===== config.mk =====
export PLATFORM = sky130hd
export DESIGN_NAME = line_sensor_seq
export DESIGN_NICKNAME = d
export VERILOG_FILES = /design/src/rtl/line_sensor_seq.sv
export SDC_FILE = /design/constraint.sdc
export NUM_CORES = 1
export LEC_CHECK = 0
export CORE_MARGIN = 2
export CORE_UTILIZATION = 65
export CTS_CLUSTER_DIAMETER = 80
export DETAILED_ROUTE_END_ITERATION = 12
export DONT_BUFFER_PORTS = 1
export GPL_TIMING_DRIVEN = 0
export PLACE_DENSITY_LB_ADDON = 0.05
export SETUP_SLACK_MARGIN = 0.15
export SYNTH_ARGS = -nofsm -noshare
export SYNTH_HDL_FRONTEND = slang
export SYNTH_SLANG_ARGS = --single-unit

===== constraint.sdc =====
create_clock -name FPGA_CLK -period 5.3 [get_ports FPGA_CLK]
set_input_delay 1.06 -clock FPGA_CLK [delete_from_list [all_inputs] [get_ports FPGA_CLK]]
set_output_delay 1.06 -clock FPGA_CLK [all_outputs]
set_load 0.005 [all_outputs]

===== src/rtl/line_sensor_seq.sv =====
// Line-scan sensor sequencer: generates the sensor clock and ST pulse, frames
// the readout window, and counts synchronised EOC/EOS events from the sensor.
module line_sensor_seq #(
  parameter int CLK_DIV = 8,
  parameter int NPIX    = 1024,
  parameter int CW      = 24,
  parameter int PW      = $clog2(NPIX) + 1
) (
  input  logic          FPGA_CLK,
  input  logic          FPGA_RST,
  input  logic          MODE,
  input  logic          START,
  input  logic [CW-1:0] CFG_PERIOD,
  input  logic [CW-1:0] CFG_ST_HIGH,
  input  logic          CLR_ERR,
  input  logic          EOC,
  input  logic          EOS,
  output logic          SENSOR_CLK,
  output logic          ST,
  output logic          BUSY,
  output logic          PIX_STROBE,
  output logic [PW-1:0] PIX_INDEX,
  output logic          FRAME_DONE,
  output logic [PW-1:0] PIX_COUNT,
  output logic          OVERRUN,
  output logic          TIMEOUT
);

  localparam int              DW       = (CLK_DIV > 1) ? $clog2(CLK_DIV) : 1;
  localparam logic [DW-1:0]   DIV_LAST = DW'(CLK_DIV - 1);
  localparam logic [DW-1:0]   DIV_ONE  = DW'(1);
  localparam logic [CW:0]     ONE_C    = (CW+1)'(1);
  localparam logic [PW-1:0]   ONE_P    = PW'(1);
  localparam logic [PW-1:0]   NPIX_P   = PW'(NPIX);

  typedef enum logic [1:0] {
    S_IDLE    = 2'd0,
    S_ST_HI   = 2'd1,
    S_READOUT = 2'd2
  } state_t;

  // Sensor clock divider
  logic [DW-1:0] div_cnt_q;
  logic          sclk_q;
  logic          sclk_rise;

  // Frame sequencing
  state_t        state_q;
  logic          start_lat_q;
  logic          st_q;
  logic          busy_q;
  logic [CW:0]   fcnt_q;
  logic [CW:0]   fcnt_inc;
  logic [CW:0]   st_high_q;
  logic [CW:0]   period_q;
  logic [CW:0]   st_eff;
  logic [CW:0]   per_eff;
  logic          frame_start;
  logic          frame_end;

  // Sensor input synchronisers and edge detectors
  logic          eoc_ff1_q, eoc_ff2_q, eoc_prev_q, eoc_edge_q;
  logic          eos_ff1_q, eos_ff2_q, eos_prev_q, eos_edge_q;

  // Pixel accounting
  logic [PW-1:0] pix_cnt_q;
  logic [PW-1:0] cnt_after;
  logic [PW-1:0] pix_index_q;
  logic [PW-1:0] pix_count_q;
  logic          pix_strobe_q;
  logic          frame_done_q;
  logic          eos_seen_q;
  logic          overrun_q;
  logic          timeout_q;
  logic          in_frame;
  logic          eoc_acc;
  logic          eoc_over;
  logic          eos_first;
  logic          timeout_set;

  // sclk_rise marks the cycle whose clock edge drives SENSOR_CLK from 0 to 1;
  // it is the only timebase the frame counters use.
  assign sclk_rise = (div_cnt_q == DIV_LAST) && !sclk_q;

  // Free-running divider; SENSOR_CLK is a data output, never a clock here
  always_ff @(posedge FPGA_CLK) begin
    if (FPGA_RST) begin
      div_cnt_q <= '0;
      sclk_q    <= 1'b0;
    end else if (div_cnt_q == DIV_LAST) begin
      div_cnt_q <= '0;
      sclk_q    <= ~sclk_q;
    end else begin
      div_cnt_q <= div_cnt_q + DIV_ONE;
    end
  end

  // Config sanitising: ST_HIGH is at least 1, PERIOD strictly exceeds ST_HIGH.
  // One extra bit keeps ST_HIGH+1 from wrapping at the top of the CW range.
  always_comb begin
    st_eff  = (CFG_ST_HIGH == '0) ? ONE_C : {1'b0, CFG_ST_HIGH};
    per_eff = ({1'b0, CFG_PERIOD} <= st_eff) ? (st_eff + ONE_C) : {1'b0, CFG_PERIOD};
  end

  assign fcnt_inc    = fcnt_q + ONE_C;
  assign frame_end   = (state_q == S_READOUT) && sclk_rise && (fcnt_inc == period_q);
  assign frame_start = sclk_rise &&
                       (((state_q == S_IDLE) && (MODE || start_lat_q)) ||
                        (frame_end && MODE));

  // Frame FSM with registered ST/BUSY; frame counter counts sclk_rise since ST_HI entry
  always_ff @(posedge FPGA_CLK) begin
    if (FPGA_RST) begin
      state_q     <= S_IDLE;
      start_lat_q <= 1'b0;
      st_q        <= 1'b0;
      busy_q      <= 1'b0;
      fcnt_q      <= '0;
    end else if (frame_start) begin
      state_q     <= S_ST_HI;
      start_lat_q <= 1'b0;
      st_q        <= 1'b1;
      busy_q      <= 1'b1;
      fcnt_q      <= '0;
    end else begin
      case (state_q)
        S_IDLE: begin
          if (START) start_lat_q <= 1'b1;
        end
        S_ST_HI: begin
          if (sclk_rise) begin
            fcnt_q <= fcnt_inc;
            if (fcnt_inc == st_high_q) begin
              state_q <= S_READOUT;
              st_q    <= 1'b0;
            end
          end
        end
        S_READOUT: begin
          if (frame_end) begin
            state_q <= S_IDLE;
            busy_q  <= 1'b0;
            fcnt_q  <= '0;
          end else if (sclk_rise) begin
            fcnt_q <= fcnt_inc;
          end
        end
        default: begin
          state_q <= S_IDLE;
          st_q    <= 1'b0;
          busy_q  <= 1'b0;
        end
      endcase
    end
  end

  // Frame config snapshot; only read while a frame is running
  always_ff @(posedge FPGA_CLK) begin
    if (frame_start) begin
      st_high_q <= st_eff;
      period_q  <= per_eff;
    end
  end

  // Two-flop synchronisers followed by registered rising-edge detectors
  always_ff @(posedge FPGA_CLK) begin
    if (FPGA_RST) begin
      eoc_ff1_q  <= 1'b0;
      eoc_ff2_q  <= 1'b0;
      eoc_prev_q <= 1'b0;
      eoc_edge_q <= 1'b0;
      eos_ff1_q  <= 1'b0;
      eos_ff2_q  <= 1'b0;
      eos_prev_q <= 1'b0;
      eos_edge_q <= 1'b0;
    end else begin
      eoc_ff1_q  <= EOC;
      eoc_ff2_q  <= eoc_ff1_q;
      eoc_prev_q <= eoc_ff2_q;
      eoc_edge_q <= eoc_ff2_q & ~eoc_prev_q;
      eos_ff1_q  <= EOS;
      eos_ff2_q  <= eos_ff1_q;
      eos_prev_q <= eos_ff2_q;
      eos_edge_q <= eos_ff2_q & ~eos_prev_q;
    end
  end

  // An EOC coinciding with EOS is folded into cnt_after before PIX_COUNT latches
  assign in_frame    = (state_q != S_IDLE);
  assign eoc_acc     = eoc_edge_q && in_frame && (pix_cnt_q != NPIX_P);
  assign eoc_over    = eoc_edge_q && in_frame && (pix_cnt_q == NPIX_P);
  assign cnt_after   = eoc_acc ? (pix_cnt_q + ONE_P) : pix_cnt_q;
  assign eos_first   = eos_edge_q && in_frame && !eos_seen_q;
  assign timeout_set = frame_end && !eos_seen_q && !eos_first;

  // Pixel counting, frame completion and sticky error flags (set beats clear)
  always_ff @(posedge FPGA_CLK) begin
    if (FPGA_RST) begin
      pix_cnt_q    <= '0;
      pix_index_q  <= '0;
      pix_count_q  <= '0;
      pix_strobe_q <= 1'b0;
      frame_done_q <= 1'b0;
      eos_seen_q   <= 1'b0;
      overrun_q    <= 1'b0;
      timeout_q    <= 1'b0;
    end else begin
      pix_strobe_q <= eoc_acc;
      frame_done_q <= eos_first;
      if (eoc_acc) pix_index_q <= pix_cnt_q;
      if (eos_first || timeout_set) pix_count_q <= cnt_after;
      if (frame_start) begin
        pix_cnt_q  <= '0;
        eos_seen_q <= 1'b0;
      end else begin
        pix_cnt_q <= cnt_after;
        if (eos_first) eos_seen_q <= 1'b1;
      end
      if (eoc_over)     overrun_q <= 1'b1;
      else if (CLR_ERR) overrun_q <= 1'b0;
      if (timeout_set)  timeout_q <= 1'b1;
      else if (CLR_ERR) timeout_q <= 1'b0;
    end
  end

  assign SENSOR_CLK = sclk_q;
  assign ST         = st_q;
  assign BUSY       = busy_q;
  assign PIX_STROBE = pix_strobe_q;
  assign PIX_INDEX  = pix_index_q;
  assign FRAME_DONE = frame_done_q;
  assign PIX_COUNT  = pix_count_q;
  assign OVERRUN    = overrun_q;
  assign TIMEOUT    = timeout_q;

endmodule


==> key figures, run 1 <==
Worst setup path
  • Endpoint type of the worst setup path: flip-flop
  • Worst path slowest cell: nor4_4
  • Arr. time, crit path: 4920 ps
  • Maximum fanout along the worst path: 49
  • R2R depth: 11
  • R2R setup slack: 420 ps
  • Reg-to-reg critical path startpoint: div_cnt_q[0]
  • Setup crit start kind: flip-flop
  • Top cell by count, worst path: ha_1
  • CP peak stage delay: 620 ps
  • Crit path cell chain: ha_1 > ha_1 > nor2b_1 > o211ai_1 > a2111o_1 > nor4_1 > nand4_1 > nor4_4 > a31oi_1 > nand2b_1 > clkinv_2
  • R2R Path End: st_high_q[18]
  • Crit Path Class: flip-flop to flip-flop
  • CP bufs+invs: 1
  • Crit path max-delay family: simple AND/OR/NAND/NOR gates
  • CP required: 5350 ps

STA
  • Final WS setup: 423 ps
  • Final setup viols: 0
  • Final hold violations: 0
  • Fin Setup TNS: 0 ps
  • Clock skew: 6.25 ps
  • Fmax: 205 MHz
  • Final worst path period share: 92.0%
  • Max Slew Vio Count: 0
  • Min Tclk post-route: 4880 ps
  • Slew HR: 33.8%
  • RSZ-0062 raised after global routing: false
  • Worst-Margin Slew: 984 ps

Route
  • Detailed Routing Iterations Pass 1: 6
  • WL final: 24.8 mm
  • Routed length per instance: 22.4 um
  • Vias per cell: 6.63
  • Detailed-route DRC error count: 0
  • Vias after detailed routing: 7330
  • DRT iter0 DRCs: 708
  • Post-route ant nets: 0

Clock network
  • Setup bufs post-CTS: 0
  • Max clock buf depth: 2
  • Worst-skew pair later-pin latency: 420 ps
  • # resized after CTS: 0
  • Hold_buf cts: 0
  • Inserted Clock Buffers: 17
  • Clk sinks: 129
  • CTS Root Cell: clkbuf_16
  • Clk pin slew, worst setup/hold paths: 50 ps
  • CTS tree: yes
  • Htree depth: 4

Finish
  • Most frequent cells in the layout: dfxtp_1 (80), nor2_1 (71), xnor2_1 (59), nand2_1 (52), inv_1 (52)
  • Nets@finish: 1015
  • Non-Filler Instances: 1105
  • Most common cell after layout, fill and taps aside: dfxtp_1
  • Share of layout cells above drive strength 1: 9.93%
  • ANT cells: 0
  • Syn-to-layout area delta: 9.33%

Pwr
  • Pwr/cell area: 258 nW/um2
  • VDD IR max: 0.000208 V
  • Lkg Pwr: 3.09 nW
  • Overall Power: 2.31 mW

Synth
  • Post-synth EDFFs: 49
  • Cells after synthesis: 908
  • Async S/R FF share, synth: 0%
  • Yosys cell types: 78
  • Yosys warning count: 0
  • Syn_area_per_cell: 9.01 um2
  • Mapped Area: 8180 um2
  • Mapped Nets: 996
  • Yosys reg bits: 129
  • Synth Flop Type: dfxtp_1
  • Seq/Total Area, Yosys: 37.6%

Placed design
  • Number of instances in the placed design: 1076
  • Final Wtd Congestion: 0.990
  • DPL Wire Length: 18.4 mm
  • Pre-CTS setup slack: 258 ps
  • Port-buffer cells: 0

Floorplanning
  • Initial core utilization: 67.3%
  • DIE AREA: 13500 um2
  • Die width: 116 um
  • Io pins: 84
  • Die height: 116 um
  • Rows: 40
  • Core Area: 12200 um2

Global route
  • Number of global-route vias before repair: 7273
  • Antenna violations before repair: 0
  • Grt ovf: 0
  • Largest net degree at the start of global routing: 50
  • GRT Total Usage: 37.3%
  • First-pass GRT wire length: 38.0 mm

Worst hold path
  • Hold path endpoint: eos_edge_q
  • Hold Path Origin: eos_prev_q
  • Min-delay worst type: flip-flop to flip-flop
  • Hold depth: 1

Job
  • Max-cap viol count: 0

Run status
  • Status: completed
-- Yosys cell counts, types with 6 or more instances --
master,number,area (um2)
a21oi_1,47,235
a31oi_1,7,43.8
and2_1,6,37.5
and3_1,15,93.8
and4_1,6,52.6
buf_2,14,70.1
clkbuf_1,45,169
dfxtp_1,80,1600
edfxtp_1,49,1470
ha_1,33,413
inv_1,53,199
mux2_2,24,270
mux2i_1,20,200
nand2_1,52,195
nand2b_1,14,87.6
nand3_1,18,90.1
nand4_1,37,231
nor2_1,71,267
nor2b_1,16,100
nor3_1,22,110
nor3b_1,6,45.0
nor4_1,21,131
o211ai_1,9,67.6
o21a_1,9,67.6
o21ai_0,33,165
o21ai_1,6,30.0
o221ai_1,10,87.6
or3_1,15,93.8
xnor2_1,59,517
xor2_1,29,254
-- cell families after synthesis --
| kind of cell | count (synthesis) | share of synthesized area, % |
|---|---|---|
| AOI/OAI and AO/OA | 171 | 13.8 |
| DFF | 129 | 37.6 |
| xor gates and xnor gates | 90 | 9.97 |
| muxes | 44 | 5.75 |
| adders and majority gates | 33 | 5.05 |
| and+or+nand+nor | 322 | 21.9 |
| buffers and inverters | 119 | 5.96 |
-- layer usage --
metal	vias to the layer above	global-route usage (%)	wire [um]
li1	3317	-	-
met1	3469	43.9	9520
met2	459	65.7	12200
met3	85	6.85	2010
met4	0	18.7	1070
met5	-	0	0
-- per-stage QoR --
step                hold WS, ps  utilization, %  area (um2)
floorplan                   367               -        8180
global placement            376            69.0        8390
detailed placement          372            69.0        8390
CTS                         391            73.5        8940
global route                411            73.5        8940
finish                      392            73.5        8940
-- state kept, by name (all words and copies together) (netlist names), 2 cells and up --
signal / count
pix_cnt_q: 11
st_high_q: 24
fcnt_q: 25
div_cnt_q: 3
PIX_INDEX: 11
state_q: 2
period_q: 25
PIX_COUNT: 11
-- where the power goes --
part           internal [mW]  switching, mW
logic                 0.0751         0.0987
registers               1.04        0.00703
clock network          0.685          0.400
total                   1.80          0.505
-- worst max-delay path by stage --
stage | from | to | slack, ps | depth (start not counted)
2_1_floorplan | fcnt_q[1] | period_q[0] | 1230 | 10
3_3_place_gp | div_cnt_q[0] | st_high_q[17] | 70 | 11
5_1_grt | div_cnt_q[0] | st_high_q[16] | 320 | 11
6_report | div_cnt_q[0] | st_high_q[18] | 420 | 11
4_1_cts | div_cnt_q[0] | st_high_q[16] | 440 | 11
3_5_place_dp | CFG_ST_HIGH[0] | period_q[17] | 260 | 14
-- cell type report --
class	instances	area, um2
multi-input combinational	660	4630
fill	855	3220
sequential	129	3070
clock buffer	23	489
buffer	66	289
tap	168	210
inverter	53	200
clock inverter	6	56.3
Power figures use the tool's default switching activity.
==> run 2: changes to the inputs <==
--- a/config.mk
+++ b/config.mk
@@ -8,11 +8,13 @@
 export CORE_MARGIN = 2
 export CORE_UTILIZATION = 65
 export CTS_CLUSTER_DIAMETER = 80
+export CTS_CLUSTER_SIZE = 16
 export DETAILED_ROUTE_END_ITERATION = 12
 export DONT_BUFFER_PORTS = 1
 export GPL_TIMING_DRIVEN = 0
 export PLACE_DENSITY_LB_ADDON = 0.05
 export SETUP_SLACK_MARGIN = 0.15
+export SLEW_MARGIN = 20
 export SYNTH_ARGS = -nofsm -noshare
 export SYNTH_HDL_FRONTEND = slang
 export SYNTH_SLANG_ARGS = --single-unit
==> run 2 against run 1 <==
Effect of this change:
- power increased by 4.8%
- routed wire length fell by 1.4%
- clock-buffer cell count is 2 lower
- utilization grew 0.68 points
- hold slack gained 2.6 ps
- sequential power hardly changed
- combinational power about the same
- register-to-register slack improved by 160 ps
- critical path type unchanged
- highest routed layer unchanged
==> key figures, run 2 (same netlist as run 1, synthesis figures left out) <==
Finish
  • Share of layout cells above drive strength 1: 10.5% (+0.60 points)
  • FF/Latch Area: 3070 um2 (unchanged)
  • Most common cell after layout, fill and taps aside: dfxtp_1
  • Most frequent cells in the layout: dfxtp_1 (80), nor2_1 (71), xnor2_1 (59), nand2_1 (52), inv_1 (52)
  • Non-Filler Instances: 1109 (+0.36%)
  • Fill cell count: 855 (unchanged)
  • ANT cells: 0 (unchanged)
  • Multi-input logic area: 4620 um2 (-0.14%)
  • Syn-to-layout area delta: 10.3%
  • Nets@finish: 1016 (+0.099%)
  • Biggest regs: fcnt_q (25), period_q (25), st_high_q (24)

Job
  • Max-cap viol count: 0 (unchanged)

Route
  • Vias per cell: 6.61 (-0.33%)
  • DRT iter0 DRCs: 847 (+20%)
  • WL final: 24.4 mm (-1.4%)
  • Post-route ant nets: 0 (unchanged)
  • Routed length per instance: 22.0 um (-1.8%)
  • Vias after detailed routing: 7332 (+0.027%)
  • Detailed-route DRC error count: 0 (unchanged)
  • Detailed Routing Iterations Pass 1: 8 (+2)

Clock network
  • # resized after CTS: 0 (unchanged)
  • CTS Root Cell: clkbuf_16
  • Worst-skew pair later-pin latency: 420 ps (about the same)
  • Inserted Clock Buffers: 17 (unchanged)
  • Max clock buf depth: 2 (unchanged)
  • Htree depth: 4 (unchanged)
  • CTS tree: yes
  • Clk pin slew, worst setup/hold paths: 60 ps (about the same)
  • Clk sinks: 129 (unchanged)
  • Setup bufs post-CTS: 0 (unchanged)
  • Hold_buf cts: 0 (unchanged)

Floorplanning
  • Rows: 40 (unchanged)
  • DIE AREA: 13500 um2 (unchanged)
  • Die height: 116 um (unchanged)
  • Initial core utilization: 67.3% (unchanged)
  • Die width: 116 um (unchanged)
  • Core Area: 12200 um2 (unchanged)
  • Io pins: 84 (unchanged)

STA
  • Min Tclk post-route: 4720 ps (-161 ps)
  • Worst-Margin Slew: 1080 ps (+98.9 ps)
  • Fin Setup TNS: 0 ps (unchanged)
  • Clock skew: 9.17 ps (+2.92 ps)
  • Fin Hold WS: 395 ps (+2.60 ps)
  • RSZ-0062 raised after global routing: false
  • Final hold violations: 0 (unchanged)
  • Final worst path period share: 89.0% (-3.0 points)
  • Max Slew Vio Count: 0 (unchanged)
  • Slew HR: 27.1% (-6.7 points)
  • Final setup viols: 0 (unchanged)
  • Fmax: 212 MHz (+3.4%)

Placed design
  • DPL Wire Length: 18.4 mm (-0.23%)
  • Port-buffer cells: 0 (unchanged)
  • Number of instances in the placed design: 1077 (+0.093%)
  • Final Wtd Congestion: 0.990 (unchanged)

Worst setup path
  • CP required: 5570 ps (+220 ps)
  • Setup crit start kind: flip-flop
  • Reg-to-reg critical path startpoint: div_cnt_q[0]
  • Endpoint type of the worst setup path: flip-flop
  • Arr. time, crit path: 4990 ps (+70 ps)
  • Maximum fanout along the worst path: 10 (-80%)
  • R2R setup slack: 580 ps (+160 ps)
  • R2R depth: 12 (+1)
  • R2R Path End: fcnt_q[22]
  • Crit Path Class: flip-flop to flip-flop

Pwr
  • Lkg Pwr: 3.13 nW (+1.2%)
  • Pwr/cell area: 268 nW/um2 (+3.8%)
  • Sequential share of power: 43.3% (-2.1 points)
  • Comb power frac: 7.1% (-0.4 points)
  • Net switching power: 543 uW (+7.4%)
  • Switch share: 22.5% (+0.55 points)
  • Clock Power Share: 49.5% (+2.5 points)
  • Internal power: 1.87 mW (+4.0%)
  • VDD IR max: 0.000220 V (+5.5%)

Worst hold path
  • Min-delay worst type: flip-flop to flip-flop
  • Hold depth: 1 (unchanged)
  • Hold Path Origin: eos_prev_q
  • Hold path endpoint: eos_edge_q

Global route
  • First-pass GRT wire length: 37.8 mm (-0.63%)
  • Largest net degree at the start of global routing: 43 (-14%)
  • Antenna violations before repair: 0 (unchanged)
  • Number of global-route vias before repair: 7238 (-0.48%)
  • GRT Total Usage: 37.2% (-0.14 points)
  • Grt ovf: 0 (unchanged)

Run status
  • Status: completed
-- run 2: changes by cell type in the layout (fill, tap and decap cells not counted), moves of 2 or more --
| cell | change |
|---|---|
| clkinv_2 | -3 |
| clkinvlp_4 | +2 |
| clkbuf_1 | -3 |
| clkinv_4 | +2 |
-- run 2: routing by layer --
metal	part of all wire (%)	vias to the layer above	track usage, %
met2	49	482	64.9
li1	-	3314	-
met4	4.8	0	21.1
met3	9.3	99	7.58
met5	0	-	0
met1	37	3437	42.6
-- run 2: power by group through the flow --
stage | clock [mW] | combinational (mW) | sequential (mW)
floorplan | 0 | 0.127 | 1.07
global placement | 0 | 0.157 | 1.07
detailed placement | 0 | 0.166 | 1.07
CTS | 1.20 | 0.168 | 1.05
global route | 1.24 | 0.188 | 1.05
finish | 1.20 | 0.172 | 1.05
-- run 2: critical path, cell delays in order, from the launching register on --
cell and delay (ps):
dfxtp_1 350, ha_1 150, ha_1 270, nor2b_1 600, o211ai_1 230, a2111o_1 320, nor4_1 500, nand4_1 240
nor4_4 640, a21oi_2 310, nand2_1 320, buf_2 420, o221ai_1 180
-- run 2: area by class of cell --
type	count	share of cell area [%]
clock buffer	21	5.45
buffer	66	3.20
multi-input combinational	660	51.2
tap	168	2.33
sequential	129	34.0
clock inverter	11	1.37
timing repair buffer	1	0.222
inverter	53	2.20
-- run 2: how the worst max path moves through the flow --
stage | startpoint | to | cells after the start
6_report | div_cnt_q[0] | fcnt_q[22] | 12
5_1_grt | CFG_ST_HIGH[0] | period_q[21] | 14
4_1_cts | CFG_ST_HIGH[0] | period_q[21] | 14
3_5_place_dp | CFG_ST_HIGH[0] | period_q[21] | 14
3_3_place_gp | div_cnt_q[0] | st_high_q[17] | 11
2_1_floorplan | fcnt_q[1] | period_q[0] | 10
-- run 2: per-stage QoR --
step	area, um2	util (%)	setup WS, ps	power [mW]
after floorplan	8180	-	1230	1.19
after global placement	8390	69.0	71.8	1.22
after detailed placement	8410	69.2	276	1.23
after CTS	9030	74.2	724	2.41
after global routing	9030	74.2	566	2.48
final	9030	74.2	584	2.42
==> run 3: changes to the inputs <==
--- a/config.mk
+++ b/config.mk
@@ -5,12 +5,10 @@
 export SDC_FILE = /design/constraint.sdc
 export NUM_CORES = 1
 export LEC_CHECK = 0
-export CORE_MARGIN = 2
-export CORE_UTILIZATION = 65
+export CORE_UTILIZATION = 58
 export CTS_CLUSTER_DIAMETER = 80
 export CTS_CLUSTER_SIZE = 16
 export DETAILED_ROUTE_END_ITERATION = 12
-export DONT_BUFFER_PORTS = 1
 export GPL_TIMING_DRIVEN = 0
 export PLACE_DENSITY_LB_ADDON = 0.05
 export SETUP_SLACK_MARGIN = 0.15
==> run 3 against run 2 <==
Effect of this change:
- the run now ends with DRC left
- clock skew grew 0.96 ps
- via count down 1.8%
- largest cell class unchanged
- die area increased by 8.0%
==> key figures, run 3 (same netlist as run 1, synthesis figures left out) <==
Clock network
  • CTS tree: yes
  • Inserted Clock Buffers: 17 (unchanged)
  • Htree depth: 4 (unchanged)
  • Setup bufs post-CTS: 0 (unchanged)
  • Clk pin slew, worst setup/hold paths: 60 ps (about the same)
  • Max clock buf depth: 2 (unchanged)
  • CTS Root Cell: clkbuf_16
  • Worst-skew pair later-pin latency: 430 ps (about the same)
  • Clk sinks: 129 (unchanged)

STA
  • Final worst path period share: 93.6% (+4.6 points)
  • Final hold violations: 0 (unchanged)
  • Max Slew Vio Count: 0 (unchanged)
  • Slew HR: 32.7% (+5.6 points)
  • Fin Hold WS: 394 ps (-0.590 ps)
  • Min Tclk post-route: 4960 ps (+244 ps)
  • Final WS setup: 339 ps (-244 ps)
  • Worst-Margin Slew: 1000 ps (-82.5 ps)
  • RSZ-0062 raised after global routing: false
  • Final setup viols: 0 (unchanged)
  • Clock skew: 10.1 ps (+0.959 ps)
  • Fmax: 202 MHz (-4.9%)

Global route
  • Antenna violations before repair: 0 (unchanged)
  • Number of global-route vias before repair: 6694 (-7.5%)
  • Grt ovf: 0 (unchanged)
  • GRT Total Usage: 31.8% (-5.4 points)
  • Largest net degree at the start of global routing: 40 (-7.0%)
  • First-pass GRT wire length: 35.2 mm (-6.9%)

Finish
  • Multi-input logic area: 4630 um2 (+0.27%)
  • Syn-to-layout area delta: 21.3%
  • ANT cells: 0 (unchanged)
  • FF/Latch Area: 3070 um2 (unchanged)
  • Nets@finish: 1099 (+8.2%)
  • Non-Filler Instances: 1204 (+8.6%)
  • Biggest regs: fcnt_q (25), period_q (25), st_high_q (24)
  • Share of layout cells above drive strength 1: 9.86% (-0.66 points)
  • Most frequent cells in the layout: clkdlybuf4s50_1 (83), dfxtp_1 (80), nor2_1 (71), xnor2_1 (59)
  • Most common cell after layout, fill and taps aside: clkdlybuf4s50_1
  • Fill cell count: 1085 (+27%)

Worst setup path
  • Setup crit start kind: input port
  • CP required: 5480 ps (-90 ps)
  • Reg-to-reg critical path startpoint: div_cnt_q[0]
  • R2R depth: 12 (unchanged)
  • Crit Path Class: input port to flip-flop
  • Crit path cell chain: clkdlybuf4s50_1 > nor4_2 > nand4_1 > o21bai_1 > ha_1 > nor2b_1 > o21a_1 > o21a_1 > o21a_1 > o21a_1 > o21a_1 > o41ai_1 > a22oi_1 > clkbuf_1 > mux2_2
  • R2R setup slack: 520 ps (-60 ps)
  • R2R Path End: period_q[20]
  • Arr. time, crit path: 5140 ps (+150 ps)
  • Top cell by count, worst path: o21a_1
  • CP peak stage delay: 530 ps (-110 ps)
  • Maximum fanout along the worst path: 10 (unchanged)
  • Worst path slowest cell: clkdlybuf4s50_1
  • Endpoint type of the worst setup path: flip-flop

Floorplanning
  • Initial core utilization: 59.2% (-8.1 points)
  • Die width: 121 um (+3.9%)
  • DIE AREA: 14600 um2 (+8.0%)
  • Rows: 43 (+7.5%)
  • Die height: 121 um (+3.9%)
  • Io pins: 84 (unchanged)
  • Core Area: 13800 um2 (+14%)

Worst hold path
  • Hold Path Origin: eoc_prev_q
  • Hold path endpoint: eoc_edge_q
  • Hold depth: 1 (unchanged)
  • Min-delay worst type: flip-flop to flip-flop

Pwr
  • VDD IR max: 0.000215 V (-2.4%)
  • Internal power: 1.97 mW (+5.1%)
  • Net switching power: 582 uW (+7.2%)
  • Overall Power: 2.55 mW (+5.6%)
  • Pwr/cell area: 257 nW/um2 (-3.9%)
  • Lkg Pwr: 3.45 nW (+10%)
  • Comb power frac: 8.6% (+1.5 points)
  • Switch share: 22.8% (+0.34 points)
  • Sequential share of power: 41.0% (-2.3 points)
  • Clock Power Share: 50.4% (+0.9 points)

Route
  • Post-route ant nets: 0 (unchanged)
  • DRT iter0 DRCs: 583 (-31%)
  • Routed length per instance: 18.5 um (-16%)
  • WL final: 22.2 mm (-8.9%)
  • Vias per cell: 5.98 (-9.6%)
  • Vias after detailed routing: 7199 (-1.8%)
  • Detailed-route DRC error count: 2 (+2)
  • Detailed Routing Iterations Pass 1: 9 (+1)

Placed design
  • Final Wtd Congestion: 0.955 (-3.6%)
  • DPL Wire Length: 17.1 mm (-7.2%)
  • Port-buffer cells: 83 (+83)
  • Number of instances in the placed design: 1172 (+8.8%)
  • Pre-CTS setup slack: -220 ps (-496 ps)

Run status
  • Failing checks: DRC
  • Status: finished with violations

Job
  • Max-cap viol count: 0 (unchanged)
==> run 3: cell types whose count changed in the layout (fill, tap and decap cells not counted), sizes merged <==
cell           previous run  this run
clkinv                    4         5
clkinvlp                  2         1
clkbuf                   67        64
clkdlybuf4s50             0        83
bufinv                    2         4
inv                      56        57
==> run 3: timing repair <==
action / in CTS / in global routing
endpoints found under the setup margin: 0 / 16
resized for setup: 0 / 1
hold buffers: 0 / 0
==> run 3: worst max path at each step <==
stage | depth (start not counted) | start | to | slack (ps)
2_1_floorplan | 10 | fcnt_q[1] | period_q[0] | 1230
3_3_place_gp | 15 | CFG_ST_HIGH[1] | period_q[17] | -220
3_5_place_dp | 15 | CFG_ST_HIGH[1] | period_q[17] | -220
4_1_cts | 15 | CFG_ST_HIGH[1] | period_q[24] | 210
5_1_grt | 15 | CFG_ST_HIGH[0] | period_q[17] | 210
6_report | 15 | CFG_ST_HIGH[1] | period_q[17] | 340
==> run 3: worst max-delay path: cells and delay by family <==
family | cells | cell delay (ps)
adders and majority gates | 1 | 230
AOI/OAI and AO/OA | 8 | 1850
buffers and inverters | 2 | 930
and+or+nand+nor | 3 | 690
muxes | 1 | 390
==> run 3: through the flow <==
stage | cell area [um2] | TNS (ps) | util [%]
3_3_place_gp | 9240 | -12690 | 66.8
4_1_cts | 9910 | 0 | 71.7
6_report | 9920 | 0 | 71.7
3_5_place_dp | 9260 | -3260 | 67.0
5_1_grt | 9920 | 0 | 71.7
2_1_floorplan | 8180 | 0 | -
==> run 3: routing by layer <==
| layer | part of all wire, % | wire length [um] | GRT usage (%) |
|---|---|---|---|
| met1 | 42 | 9270 | 38.4 |
| met4 | 5.5 | 1210 | 20.0 |
| met3 | 5.4 | 1210 | 4.58 |
| met5 | 0 | 0 | 0 |
| met2 | 47 | 10500 | 53.3 |
==> run 3: final cells by class <==
cell class,instances,area share (%)
Clock inverter,14,2.02
Clock buffer,18,4.54
Buffer,66,2.91
Timing Repair Buffer,84,8.58
Sequential cell,129,31.0
Inverter,53,2.01
Tap cell,180,2.27
Multi-Input combinational cell,660,46.7
==> run 3: power by group through the flow <==
stage	sequential [mW]	combinational, mW	clock (mW)
floorplan	1.07	0.127	0
global placement	1.07	0.214	0
detailed placement	1.07	0.217	0
CTS	1.05	0.219	1.29
global route	1.05	0.241	1.33
finish	1.05	0.220	1.29
